<file path="src/rtl/wb_port_arbiter_pkg.sv">
// wb_port_arbiter_pkg: shared state encoding, address-zero constant and width defaults
package wb_port_arbiter_pkg;
  typedef enum logic {EMPTY = 1'b0, FULL = 1'b1} state_t;
  localparam int ADDR_ZERO = 0;
  localparam int DEF_ADDR_W = 6;
  localparam int DEF_DATA_W = 32;
endpackage

</file>
<file path="src/rtl/wb_port_arbiter_rr_arb2.sv">
// rr_arb2: combinational 2-way round-robin grant; on contention the requester other than i_ptr wins
module rr_arb2 (
  input  logic [1:0] i_valid,
  input  logic       i_ptr,
  output logic [1:0] o_grant
);
  assign o_grant[0] = i_valid[0] && (!i_valid[1] || i_ptr);
  assign o_grant[1] = i_valid[1] && (!i_valid[0] || !i_ptr);
endmodule

</file>
<file path="src/rtl/wb_port_arbiter.sv">
// wb_port_arbiter: two requesters share one registered write slot; writes to address 0 are swallowed
module wb_port_arbiter
  import wb_port_arbiter_pkg::*;
#(
  parameter int DATA_W = DEF_DATA_W,
  parameter int ADDR_W = DEF_ADDR_W
) (
  input  logic              i_clk,
  input  logic              i_rst,
  input  logic              i_req0_valid,
  input  logic [ADDR_W-1:0] i_req0_addr,
  input  logic [DATA_W-1:0] i_req0_data,
  output logic              o_req0_ready,
  input  logic              i_req1_valid,
  input  logic [ADDR_W-1:0] i_req1_addr,
  input  logic [DATA_W-1:0] i_req1_data,
  output logic              o_req1_ready,
  output logic              o_wr_en,
  output logic [ADDR_W-1:0] o_wr_addr,
  output logic [DATA_W-1:0] o_wr_data,
  output logic              o_sel,
  input  logic              i_wr_ready
);
  state_t            r_state, w_state_nxt;
  logic              r_ptr;
  logic [1:0]        w_grant;
  logic              w_free, w_win, w_load;
  logic [ADDR_W-1:0] w_addr;
  logic [DATA_W-1:0] w_data;
  rr_arb2 u_arb (
    .i_valid ({i_req1_valid, i_req0_valid}),
    .i_ptr   (r_ptr),
    .o_grant (w_grant)
  );
  assign o_wr_en      = r_state == FULL;
  assign w_free       = !i_rst && (!o_wr_en || i_wr_ready);
  assign o_req0_ready = w_free && w_grant[0];
  assign o_req1_ready = w_free && w_grant[1];
  assign w_win        = w_grant[1];
  assign w_addr       = w_win ? i_req1_addr : i_req0_addr;
  assign w_data       = w_win ? i_req1_data : i_req0_data;
  assign w_load       = (o_req0_ready || o_req1_ready) && w_addr != ADDR_W'(ADDR_ZERO);
  always_comb begin
    w_state_nxt = w_load ? FULL : (o_wr_en && i_wr_ready) ? EMPTY : r_state;
  end
  always_ff @(posedge i_clk or posedge i_rst) begin
    if (i_rst) begin
      r_state   <= EMPTY;
      o_wr_addr <= '0;
      o_wr_data <= '0;
      o_sel     <= 1'b0;
      r_ptr     <= 1'b1;
    end else begin
      r_state <= w_state_nxt;
      if (w_load) begin
        o_wr_addr <= w_addr;
        o_wr_data <= w_data;
        o_sel     <= w_win;
        r_ptr     <= w_win;
      end
    end
  end
endmodule

</file>
<file path="config.mk">
export PLATFORM = sky130hd
export DESIGN_NAME = wb_port_arbiter
export DESIGN_NICKNAME = d
export VERILOG_FILES = /design/src/rtl/wb_port_arbiter_pkg.sv /design/src/rtl/wb_port_arbiter_rr_arb2.sv /design/src/rtl/wb_port_arbiter.sv
export SDC_FILE = /design/constraint.sdc
export NUM_CORES = 1
export LEC_CHECK = 0
export ABC_AREA = 1
export BUFFER_PORTS_ARGS = -buffer_cell sky130_fd_sc_hd__buf_4
export CAP_MARGIN = 0
export CORE_ASPECT_RATIO = 1.25
export CORE_UTILIZATION = 48
export DETAILED_ROUTE_END_ITERATION = 6
export PLACE_DENSITY = 0.95
export SLEW_MARGIN = 30
export SYNTH_ARGS = -nofsm -noshare
export SYNTH_HDL_FRONTEND = slang
export SYNTH_SLANG_ARGS = --single-unit
</file>
<file path="constraint.sdc">
create_clock -name i_clk -period 4.25 [get_ports i_clk]
set_input_delay 0.85 -clock i_clk [delete_from_list [all_inputs] [get_ports i_clk]]
set_output_delay 0.85 -clock i_clk [all_outputs]
set_load 0.02 [all_outputs]
</file>
---- Word level (Yosys, flattened, before mapping) ----
Cells that the tools add are included.
storage, ports and cells
  register bits ........................... 41
  latch bits .............................. 0
  bits in writable memories ............... 0
  memory bits (read-only) ................. 0
  input port bits ......................... 81
  output and inout bits ................... 42
  word-level logic and storage cells ...... 27
  memories kept ........................... 0
cells by class
  $add $sub $neg .......................... 0
  multiply operators ...................... 0
  divide/modulo/power cells ............... 0
  $lt $le $gt $ge ......................... 0
  eq/ne operators ......................... 0
  shifts and indexed selects .............. 0
  multiplexer cells ....................... 4
  bitwise operators ....................... 0
  reduce and logical (&&, ||, !) cells .... 18
operators with widths
  operator           number
  $mux 32            1
  $logic_and 1x1->1  7
  $mux 6             1
  $reduce_bool 6->1  1
  $logic_not 1->1    5
  $logic_or 1x1->1   4
  $mux 1             2
  $reduce_bool 2->1  1

---- Longest topological paths before layout ----
  depth in word-level cells ............... 7
  gate-level depth with buffers ........... 11
  mapped depth without buffers ............ 9

---- By module ----
Synthesis repeated with hierarchy kept, for this count alone.
second synthesis, totals
  cell total of the unflattened synthesis .. 312
  area, all modules ....................... 2180.8 um^2
modules (own cells, without submodules)
  module           times used  cells an instance  area an instance (um^2)  seq. area each (um^2)
  wb_port_arbiter  1           308                2153.3                   1027.2
  rr_arb2          1           4                  27.5                     0.0

---- Worst setup path before layout ----
Ideal clock, no wire load.
  path type ............................... input to output
  from .................................... in i_rst
  to ...................................... out o_req1_ready
  data arrival time ....................... 2503 ps
  data required time ...................... 3400 ps
  path slack .............................. 897 ps
  stages .................................. 3
  buffers on the path ..................... 0
  path through ............................ inv_1 > o21ai_0 > nor2_1
between the ends
  cells in the longest elaborated chain, start to end .. 3
ends and longest elaborated chain
  element                    RTL line               RTL
  start: declaration         wb_port_arbiter.sv:9   input logic i_rst,
  $logic_not 1->1 (no line)  n/a
  $logic_and 1x1->1          wb_port_arbiter.sv:36  assign w_free = !i_rst && (!o_wr_en || i_wr_ready);
  $logic_and 1x1->1          wb_port_arbiter.sv:38  assign o_req1_ready = w_free && w_grant[1];
  end: declaration           wb_port_arbiter.sv:17  output logic o_req1_ready,
Every way passes these cells.

---- Worst setup path after layout ----
  from .................................... in i_req0_valid
  to ...................................... reg o_wr_data[4]
between the ends
  cells in the longest elaborated chain, start to end .. 6
  elaborated cells on any way between the ends .. 11
  those cells by class .................... mux: 2; reduce/logical: 9
ends and longest elaborated chain
  element                                                RTL line                                      RTL
  start: declaration                                     wb_port_arbiter.sv:10                         input logic i_req0_valid,
  $logic_not 1->1                                        wb_port_arbiter_rr_arb2.sv:8                  assign o_grant[1] = i_valid[1] && (!i_valid[0] || !i_ptr);
  $logic_or 1x1->1                                       wb_port_arbiter_rr_arb2.sv:8
  $logic_and 1x1->1                                      wb_port_arbiter_rr_arb2.sv:8
  $mux 6 or $logic_and 1x1->1 (tied branches)            wb_port_arbiter.sv:40, wb_port_arbiter.sv:38
  $reduce_bool 6->1 or $logic_or 1x1->1 (tied branches)  wb_port_arbiter.sv:42                         assign w_load = (o_req0_ready || o_req1_ready) && w_addr != ADDR_W'(ADDR_ZERO);
  $logic_and 1x1->1                                      wb_port_arbiter.sv:42
  end signal: assignment                                 wb_port_arbiter.sv:57                         o_wr_data <= w_data;
  end: declaration                                       wb_port_arbiter.sv:20                         output logic [DATA_W-1:0] o_wr_data,
Parallel ways exist; a longest one is shown, timed or not.
A chain may end at the register's enable or synchronous reset.

==> results.md <==
* Post-route ant nets at 0
* Switching Fraction at 0.3793
* Root Buffer Master: clkbuf_8
* Post-DP HPWL at 4110 µm
* Crit path arrival time at 2.86 ns
* Routed wire length at 5645 µm
* Post-layout min period at 2.693 ns
* Yosys warning count at 0
* Setup TNS at 0 ns
* Launch point of the critical path: i_req0_valid
* Antenna violations before repair at 0
* Share of cells above drive strength 1 at 0.3278
* Cts repair resizes at 0
* Register area share after synthesis at 0.4678
* Skew final at 0.003463 ns
* Worst Setup Start Kind: input port
* Vias per inst at 4.846
* Max-cap violations at 0
* First-pass GRT wire length at 9646 µm
* Area growth syn-to-layout at 44.39%
* Setup violations, final at 0
* CP endpoint kind: flip-flop
* Synthesized cell area at 0.002196 mm²
* Fill count at 373
* Required @ worst endpoint at 4.42 ns
* Number of inserted diodes at 0
* Worst skew pair latency at 0.28 ns
* Pins Over Slew Limit at 0
* CTS Buffer Depth at 2
* Reg-to-Reg Start: r_ptr$_DFFE_PP1P_
* # hold bufs at CTS at 0
* Slew @ Worst Pin at 0.9052 ns
* Reg area at 0.001027 mm²
* Syn nets at 392
* Synth cell types at 17
* Fin crit share at 0.6336
* Syn Inst Count at 311
* Critical path type: input port to flip-flop
* Die H at 77.62 µm
* # rows at 27
* GRT Total Usage at 0.2506
* Worst-path clk slew at 0.07 ns
* Clock Power Share at 0.179
* Chip width at 62.50 µm
* DR DRC count at 0
* CP max FO at 41
* GP Congestion at 0.8855
* Yosys reg bits at 41
* Via count at 2,336
* Comb power frac at 0.436
* DIE AREA at 0.004851 mm²
* TritonCTS buffer count at 5
* Buffer count from post-CTS setup fixing at 0
* Slew headroom at 0.3928
* Internal power at 0.0009346 W
* Switching power at 0.0005712 W
* Nets at 504
* P per Cell Area at 474.9 mW/mm²
* CTS tree: yes
* Core Box Area at 0.004392 mm²
* RSZ-0062 raised after global routing: false
* Hold Path Class: flip-flop to flip-flop
* P_leak at 1.890 nW
* Htree depth at 2
* Final Hold Vio Count at 0
* Status: completed
* DRT iter0 DRCs at 85
* Maximum vdd drop at 0.3138 mV
* Mean post-synth cell area at 7.061 µm²
* Hold path start: o_wr_data[9]$_DFFE_PP0P_
* Largest net degree at the start of global routing at 42
* Grt total ovfl at 0
* Flop pwr share at 0.386
* Hold slack at 0.4745 ns
* WL/cell at 11.71 µm
* Vias in the first global route at 2,316
* CTS Sinks at 41
* Initial core utilization at 0.5000
* I/O pins at 123
* Area of the multi-input gates at 0.001016 mm²
* TritonRoute pass-1 iters at 4
* IO buf count at 122
* Max Freq at 371.3 MHz
[cell families after synthesis]
family	Yosys count	share of synthesized area
AOI/OAI and AO/OA	4	0.01082
buffers and inverters	24	0.07293
DFF	41	0.4678
and+or+nand+nor	242	0.4484
[final cells by class]
| class | count | share of cell area |
|---|---|---|
| well taps | 58 | 0.02289 |
| clock inverters | 1 | 0.001579 |
| flip-flops and latches | 41 | 0.3240 |
| repair buffers | 125 | 0.2960 |
| clock buffers | 7 | 0.03039 |
| inverters | 4 | 0.004736 |
| multi-input cells | 246 | 0.3204 |
[placed cells by master (no fill, tap or decap), types with 2 or more instances in the layout]
cell type,count
nand3_1,42
clkinv_1,2
nand2_4,2
dfrtp_1,40
o21ai_0,2
inv_1,2
clkbuf_8,7
nor2_1,5
buf_4,125
nand2_1,191
[worst paths after layout]
kind	end	cells after the start	slack [ns]
worst min-delay path	o_wr_data[9]$_DFFE_PP0P_	2	0.47
max in group asynchronous	r_ptr$_DFFE_PP1P_	3	3.17
min in group asynchronous	o_wr_en$_DFFE_PP0P_	3	0.72
worst min register to register	o_wr_data[9]$_DFFE_PP0P_	2	0.47
worst max register to register	o_wr_data[4]$_DFFE_PP0P_	10	1.64
worst max-delay path	o_wr_data[4]$_DFFE_PP0P_	11	1.56
[worst max-delay path, cell delays in order]
cell     delay [ns]
buf_4          0.10
nand2_4        0.08
nand2_4        0.35
nand2_1        0.11
nand2_1        0.11
nor2_1         0.06
nand3_2        0.06
buf_4          0.33
nand2_2        0.52
nand2_1        0.21
nand2_1        0.07
[metal layers]
layer	vias to the layer above	routed length, µm	global-route usage	share of wire
li1	1186	-	-	-
met1	1051	2236	0.2588	0.40
met2	88	3032	0.4761	0.54
met3	11	254	0.04853	0.045
met4	0	121	0.1186	0.021
met5	-	0	0	0
[synth_stat cells, drive strengths merged]
cell type,count,share of area
dfstp,1,0.012
nand2,194,0.34
clkbuf,2,0.0034
inv,4,0.0068
buf,18,0.063
a21oi,1,0.0040
o21ai,3,0.0068
nor2,5,0.0085
dfrtp,40,0.46
nand3,43,0.10
[sequential cells by signal, summed over array words and instances (netlist names)]
name       count
o_wr_data     32
o_sel          1
o_wr_en        1
o_wr_addr      6
r_ptr          1
[power groups by stage]
| stage | Sequential, W | Clock (W) | Combinational (W) |
|---|---|---|---|
| floorplan | 0.000729 | 0 | 0.000224 |
| global placement | 0.000585 | 0 | 0.000641 |
| detailed placement | 0.000586 | 0 | 0.000660 |
| CTS | 0.000580 | 0.000277 | 0.000660 |
| global route | 0.000595 | 0.000295 | 0.000716 |
| finish | 0.000581 | 0.000269 | 0.000656 |
[metrics by stage]
stage | worst slack (ns) | util | cell area, µm² | cells | total power (W)
6_report | 1.557 | 0.7219 | 3171 | 482 | 0.001506
5_1_grt | 1.285 | 0.7219 | 3171 | 482 | 0.001606
3_5_place_dp | 1.253 | 0.6989 | 3069 | 474 | 0.001246
2_1_floorplan | 0.8965 | - | 2196 | 311 | 0.0009536
3_3_place_gp | 1.389 | 0.6989 | 3069 | 474 | 0.001226
4_1_cts | 1.561 | 0.7219 | 3171 | 482 | 0.001517
Note: power is estimated with default switching activity, not from simulation.
